### config.mk
export PLATFORM = sky130hd
export DESIGN_NAME = hazard_unit
export DESIGN_NICKNAME = d
export VERILOG_FILES = /design/src/rtl/hazard_unit.sv
export SDC_FILE = /design/constraint.sdc
export NUM_CORES = 1
export LEC_CHECK = 0
export CAP_MARGIN = 20
export CORE_ASPECT_RATIO = 1.1
export CORE_MARGIN = 2
export CORE_UTILIZATION = 54
export CTS_BUF_LIST = sky130_fd_sc_hd__clkbuf_4
export DETAILED_ROUTE_END_ITERATION = 12
export GPL_TIMING_DRIVEN = 0
export HOLD_SLACK_MARGIN = 0.08
export PLACE_DENSITY = 0.95
export SLEW_MARGIN = 20
export SYNTH_ARGS = -nofsm -noshare
export SYNTH_HDL_FRONTEND = slang
export SYNTH_SLANG_ARGS = --single-unit
### constraint.sdc
create_clock -name clk_i -period 5.3 [get_ports clk_i]
set_input_delay 1.06 -clock clk_i [delete_from_list [all_inputs] [get_ports clk_i]]
set_output_delay 1.06 -clock clk_i [all_outputs]
set_load 0.03 [all_outputs]
### src/rtl/hazard_unit.sv
// hazard_unit: tracks in-flight destinations after decode and raises load-use/RAW stalls.
// Optional macro HAZARD_FWD_EN enables operand forwarding; the default build stalls on any RAW match.
module hazard_unit #(
  parameter int NUM_STAGES = 3,
  parameter int REG_AW     = 5,
  parameter int CNT_W      = 32
) (
  input  logic              clk_i,
  input  logic              rst_n_i,
  input  logic              d_valid_i,
  input  logic [REG_AW-1:0] d_rs1_addr_i,
  input  logic [REG_AW-1:0] d_rs2_addr_i,
  input  logic              d_rs1_used_i,
  input  logic              d_rs2_used_i,
  input  logic [REG_AW-1:0] d_rd_addr_i,
  input  logic              d_rd_we_i,
  input  logic              d_is_load_i,
  input  logic              flush_i,
  input  logic              ext_stall_i,
  output logic              stall_o,
  output logic              incr_pc_o,
  output logic [2:0]        fwd1_sel_o,
  output logic [2:0]        fwd2_sel_o,
  output logic [CNT_W-1:0]  stall_cnt_o
);

  localparam int WIN = NUM_STAGES - 1;

  logic [NUM_STAGES-1:0]             valid_q, valid_d;
  logic [NUM_STAGES-1:0]             we_q, we_d;
  logic [NUM_STAGES-1:0]             ld_q, ld_d;
  logic [NUM_STAGES-1:0][REG_AW-1:0] rd_q, rd_d;
  logic [CNT_W-1:0]                  cnt_q, cnt_d;

  logic [WIN-1:0] m1, m2;
  logic           hazard;
  logic           stall;
  logic           load_e0;

  // The W entry is excluded: the register file writes before it is read.
  genvar gi;
  generate
    for (gi = 0; gi < WIN; gi++) begin : g_match
      assign m1[gi] = d_valid_i && d_rs1_used_i && (d_rs1_addr_i != '0) &&
                      valid_q[gi] && we_q[gi] && (rd_q[gi] == d_rs1_addr_i);
      assign m2[gi] = d_valid_i && d_rs2_used_i && (d_rs2_addr_i != '0) &&
                      valid_q[gi] && we_q[gi] && (rd_q[gi] == d_rs2_addr_i);
    end
  endgenerate

`ifdef HAZARD_FWD_EN
  logic [2:0] sel1, sel2;

  always_comb begin
    sel1 = '0;
    sel2 = '0;
    // Descending scan so the youngest (lowest index) match wins.
    for (int k = WIN - 1; k >= 0; k--) begin
      if (m1[k]) sel1 = 3'(k + 1);
      if (m2[k]) sel2 = 3'(k + 1);
    end
    // A load still in X has no result yet: not forwardable, costs one bubble.
    if (m1[0] && ld_q[0]) sel1 = '0;
    if (m2[0] && ld_q[0]) sel2 = '0;
    hazard = ld_q[0] && (m1[0] || m2[0]);
  end

  assign fwd1_sel_o = stall ? 3'd0 : sel1;
  assign fwd2_sel_o = stall ? 3'd0 : sel2;
`else
  assign hazard     = (|m1) || (|m2);
  assign fwd1_sel_o = 3'd0;
  assign fwd2_sel_o = 3'd0;
`endif

  assign stall       = ext_stall_i || (hazard && !flush_i) || !rst_n_i;
  assign stall_o     = stall;
  assign incr_pc_o   = !stall;
  assign stall_cnt_o = cnt_q;

  always_comb begin
    load_e0 = d_valid_i && !stall && !flush_i;
    valid_d = {valid_q[NUM_STAGES-2:0], load_e0};
    we_d    = {we_q[NUM_STAGES-2:0], load_e0 && d_rd_we_i};
    ld_d    = {ld_q[NUM_STAGES-2:0], load_e0 && d_is_load_i};
    rd_d    = {rd_q[NUM_STAGES-2:0], (load_e0 ? d_rd_addr_i : {REG_AW{1'b0}})};
    cnt_d   = cnt_q;
    if (hazard && !flush_i && !(&cnt_q)) cnt_d = cnt_q + {{(CNT_W-1){1'b0}}, 1'b1};
  end

  always_ff @(posedge clk_i) begin
    if (!rst_n_i) begin
      valid_q <= '0;
      we_q    <= '0;
      ld_q    <= '0;
      rd_q    <= '0;
      cnt_q   <= '0;
    end else if (!ext_stall_i) begin
      valid_q <= valid_d;
      we_q    <= we_d;
      ld_q    <= ld_d;
      rd_q    <= rd_d;
      cnt_q   <= cnt_d;
    end
  end

  // The W entry only ages out; is_load is consumed solely by the forwarding path.
  logic unused_bits;
  assign unused_bits = ^{valid_q[WIN], we_q[WIN], ld_q, rd_q[WIN]};

endmodule

==> flow_metrics.env <==
export IMPL_status="finished clean"
export IMPL_nNetsFinal=371
export IMPL_gr_usage_all_layers_pct=24.6
export IMPL_synth_ff_type="dfxtp_1"
export IMPL_grt_pass1_vias=2050
export IMPL_drive_gt1_share_pct=6.92
export IMPL_synth_distinct_cells=44
export IMPL_clk_path_buf_depth=2
export IMPL_place_ws_ns=0.598
export IMPL_dr_pass1_iters=4
export IMPL_postSynthCellCount=279
export IMPL_start_util_pct=55.6
export IMPL_cts_tree="built"
export IMPL_peakVddDrop_mv=0.170
export IMPL_h_tree_depth=2
export IMPL_io_buffers=55
export IMPL_worst_skew_pair_late_latency_ns=0.37
export IMPL_drt_iter0_markers=113
export IMPL_startpoint_type="primary input"
export IMPL_clock_sinks=46
export IMPL_setup_worst_path_start="d_rs2_addr_i[1]"
export IMPL_timing_rr_end="stall_cnt_o[10]"
export IMPL_top_level_ports=64
export IMPL_slowest_delay_ns=0.67
export IMPL_reg2reg_depth=8
export IMPL_rrSetupSlack_ns=2.90
export IMPL_cp_num_cells=7
export IMPL_gp_congestion=0.929
export IMPL_clk_pin_slew_worst_paths_ns=0.14
export IMPL_synth_seq_cells=46
export IMPL_fp_dieW_microns=67.3
export IMPL_cts_hold_buf=0
export IMPL_setup_violations=0
export IMPL_post_cts_buffers=0
export IMPL_crit_buf_inv=3
export IMPL_slew_viol_final=0
export IMPL_timing_final_ws_setup_ns=0.589
export IMPL_leakage_nw=1.12
export IMPL_cp_endpoint="incr_pc_o"
export IMPL_cp_slowest_cell="clkdlybuf4s50_1"
export IMPL_cp_max_fo=7
export IMPL_crit_arrival_ns=3.65
export IMPL_final_common_cell="clkdlybuf4s50_1"
export IMPL_period_share_pct=88.9
export IMPL_rows=25
export IMPL_dpl_hpwl_mm=4.41
export IMPL_min_period_ns=4.71
export IMPL_vias=2284
export IMPL_fin_skew_ns=0.0128
export IMPL_clock_root_buffer="clkbuf_4"
export IMPL_timing_rr_start="stall_cnt_o[11]"
export IMPL_die_area_sq_um=4960
export IMPL_hold_viol=0
export IMPL_numCtsBuffers=5
export IMPL_slew_headroom_pct=59.1
export IMPL_grt_max_degree=15
export IMPL_end_kind="primary output"
export IMPL_ant_nets=0
export IMPL_max_freq_ghz=0.212
export IMPL_core_area_sq_um=4290
export IMPL_tns_ns=0
export IMPL_path_common_cell="clkdlybuf4s50_1"
export IMPL_syn_cell_area_sq_um=2380
export IMPL_synth_warnings=0
export IMPL_final_cell_mix="clkdlybuf4s50_1 (55), dfxtp_1 (46), nor2_1 (31)"
export IMPL_drt_total_wl_mm=5.89
export IMPL_ys_seq_area_share_pct=38.6
export IMPL_area_growth_pct=30.2
export IMPL_antenna_found_initial=0
export IMPL_critPathKind="primary input to primary output"
export IMPL_power_density_nw_per_um2=203
export IMPL_drc=0
export IMPL_grt_pass1_wl_mm=9.48
export IMPL_synth_async_reset_ratio_pct=0
export IMPL_maxCapViolations=0
export IMPL_cts_resized=0
export IMPL_cp_required_ns=4.24
export IMPL_vias_per_cell=5.70
export IMPL_hold_path_class="register to register"
export IMPL_wl_per_cell_microns=14.7
export IMPL_post_route_util_pct=72.4
export IMPL_fill_cells=327
export IMPL_path_delay_family="buffers and inverters"
export IMPL_cp_cell_sequence="clkdlybuf4s50_1, or4_1, o211ai_1, o22ai_4, or3_1, inv_1, clkdlybuf4s50_1"
export IMPL_synth_edf_count=0
export IMPL_die_h_microns=73.7
export IMPL_grt_setup_unrepaired="false"
export IMPL_overflow=0
export IMPL_avgSynthCellArea_sq_um=8.54
export IMPL_n_antenna_cell=0
export IMPL_max_slew_worst_pin_slew_ns=0.613
-- layout make-up --
type                    count  area, sq um  area share (%)
multi-input cells         216         1370            44.3
flip-flops and latches     46          921            29.7
repair buffers             55          551            17.7
plain buffers              15         81.3            2.62
well taps                  54         67.6            2.18
clock buffers               6         45.0            1.45
clock inverters             2         37.5            1.21
inverters                   7         26.3           0.847
-- synthesized netlist by cell type (2+ instances only) --
| master | instances | area share, % |
|---|---|---|
| nand2_1 | 19 | 3.0 |
| or2_2 | 2 | 0.52 |
| nor4_1 | 6 | 1.6 |
| inv_1 | 6 | 0.94 |
| a22o_1 | 6 | 2.2 |
| o21ai_0 | 12 | 2.5 |
| dfxtp_1 | 46 | 39 |
| clkbuf_1 | 5 | 0.79 |
| mux2i_1 | 11 | 4.6 |
| nand2b_1 | 4 | 1.0 |
| a21oi_1 | 16 | 3.4 |
| o211ai_1 | 2 | 0.63 |
| nor2_1 | 31 | 4.9 |
| buf_1 | 2 | 0.32 |
| and2_1 | 2 | 0.52 |
| and3_1 | 4 | 1.0 |
| nor3_1 | 5 | 1.0 |
| o31ai_1 | 3 | 0.94 |
| buf_2 | 2 | 0.42 |
| or3_1 | 13 | 3.4 |
| or4_1 | 5 | 1.6 |
| nand4_1 | 8 | 2.1 |
| nor2b_1 | 2 | 0.52 |
| a22oi_1 | 2 | 0.63 |
| buf_4 | 6 | 1.9 |
| nand3_1 | 11 | 2.3 |
| xor2_1 | 29 | 11 |
| xnor2_1 | 3 | 1.1 |
-- where the power goes --
group          switching [W]  internal, W   total, W
sequential        0.00000271     0.000348   0.000351
clock               0.000116     0.000105   0.000220
combinational      0.0000310    0.0000280  0.0000590
total               0.000149     0.000481   0.000630
-- cells by family (layout without fill, tap and decap cells) --
logic type / after synthesis / in the layout / share of synthesized area, %
buffers and inverters: 22 / 85 / 4.51
adders and majority gates: 1 / 1 / 0.525
muxes: 11 / 11 / 4.62
xor gates and xnor gates: 32 / 32 / 11.8
AOI/OAI and AO/OA: 46 / 46 / 12.7
and+or+nand+nor: 120 / 120 / 27.1
DFF: 46 / 46 / 38.6
other: 1 / 6 / 0.157
-- registers in the layout (all words and copies together), names as in the netlist --
register and cells:
rd_d 10, valid_q 2, we_q 2, stall_cnt_o 32
-- how the worst min path moves through the flow --
stage	cells past startpoint	end	from	slack [ns]
finish	2	stall_cnt_o[30]	stall_cnt_o[30]	0.51
global route	2	stall_cnt_o[26]	stall_cnt_o[26]	0.54
CTS	2	stall_cnt_o[22]	stall_cnt_o[22]	0.52
detailed placement	2	valid_q[1]	valid_q[1]	0.49
global placement	2	stall_cnt_o[15]	stall_cnt_o[15]	0.47
floorplan	2	we_q[1]	we_q[1]	0.46
-- stage by stage --
stage	power, W	hold slack [ns]	instance area, sq um	cells
5_1_grt	0.000651	0.541	3100	401
3_5_place_dp	0.000417	0.492	3020	393
6_report	0.000630	0.514	3100	401
4_1_cts	0.000629	0.516	3100	401
3_3_place_gp	0.000415	0.470	3020	393
2_1_floorplan	0.000389	0.464	2400	284
-- metal layers --
layer	wire length (microns)	part of all wire [%]	GRT usage (%)	up-vias
li1	-	-	-	1114
met1	2540	43	32.5	1082
met2	2920	50	41.3	81
met3	358	6.1	4.44	7
met4	69	1.2	5.90	0
met5	0	0	0	-
-- worst reg2reg max path, stage by stage, from the launching register on --
cell and delay [ns]:
dfxtp_1 0.44, nand4_1 0.21, or3_1 0.52, nor2_1 0.25, a31oi_1 0.19, buf_2 0.24, nand3b_1 0.23, xnor2_1 0.15
nor2_1 0.05
No activity file was read; power rests on OpenSTA's default activity.
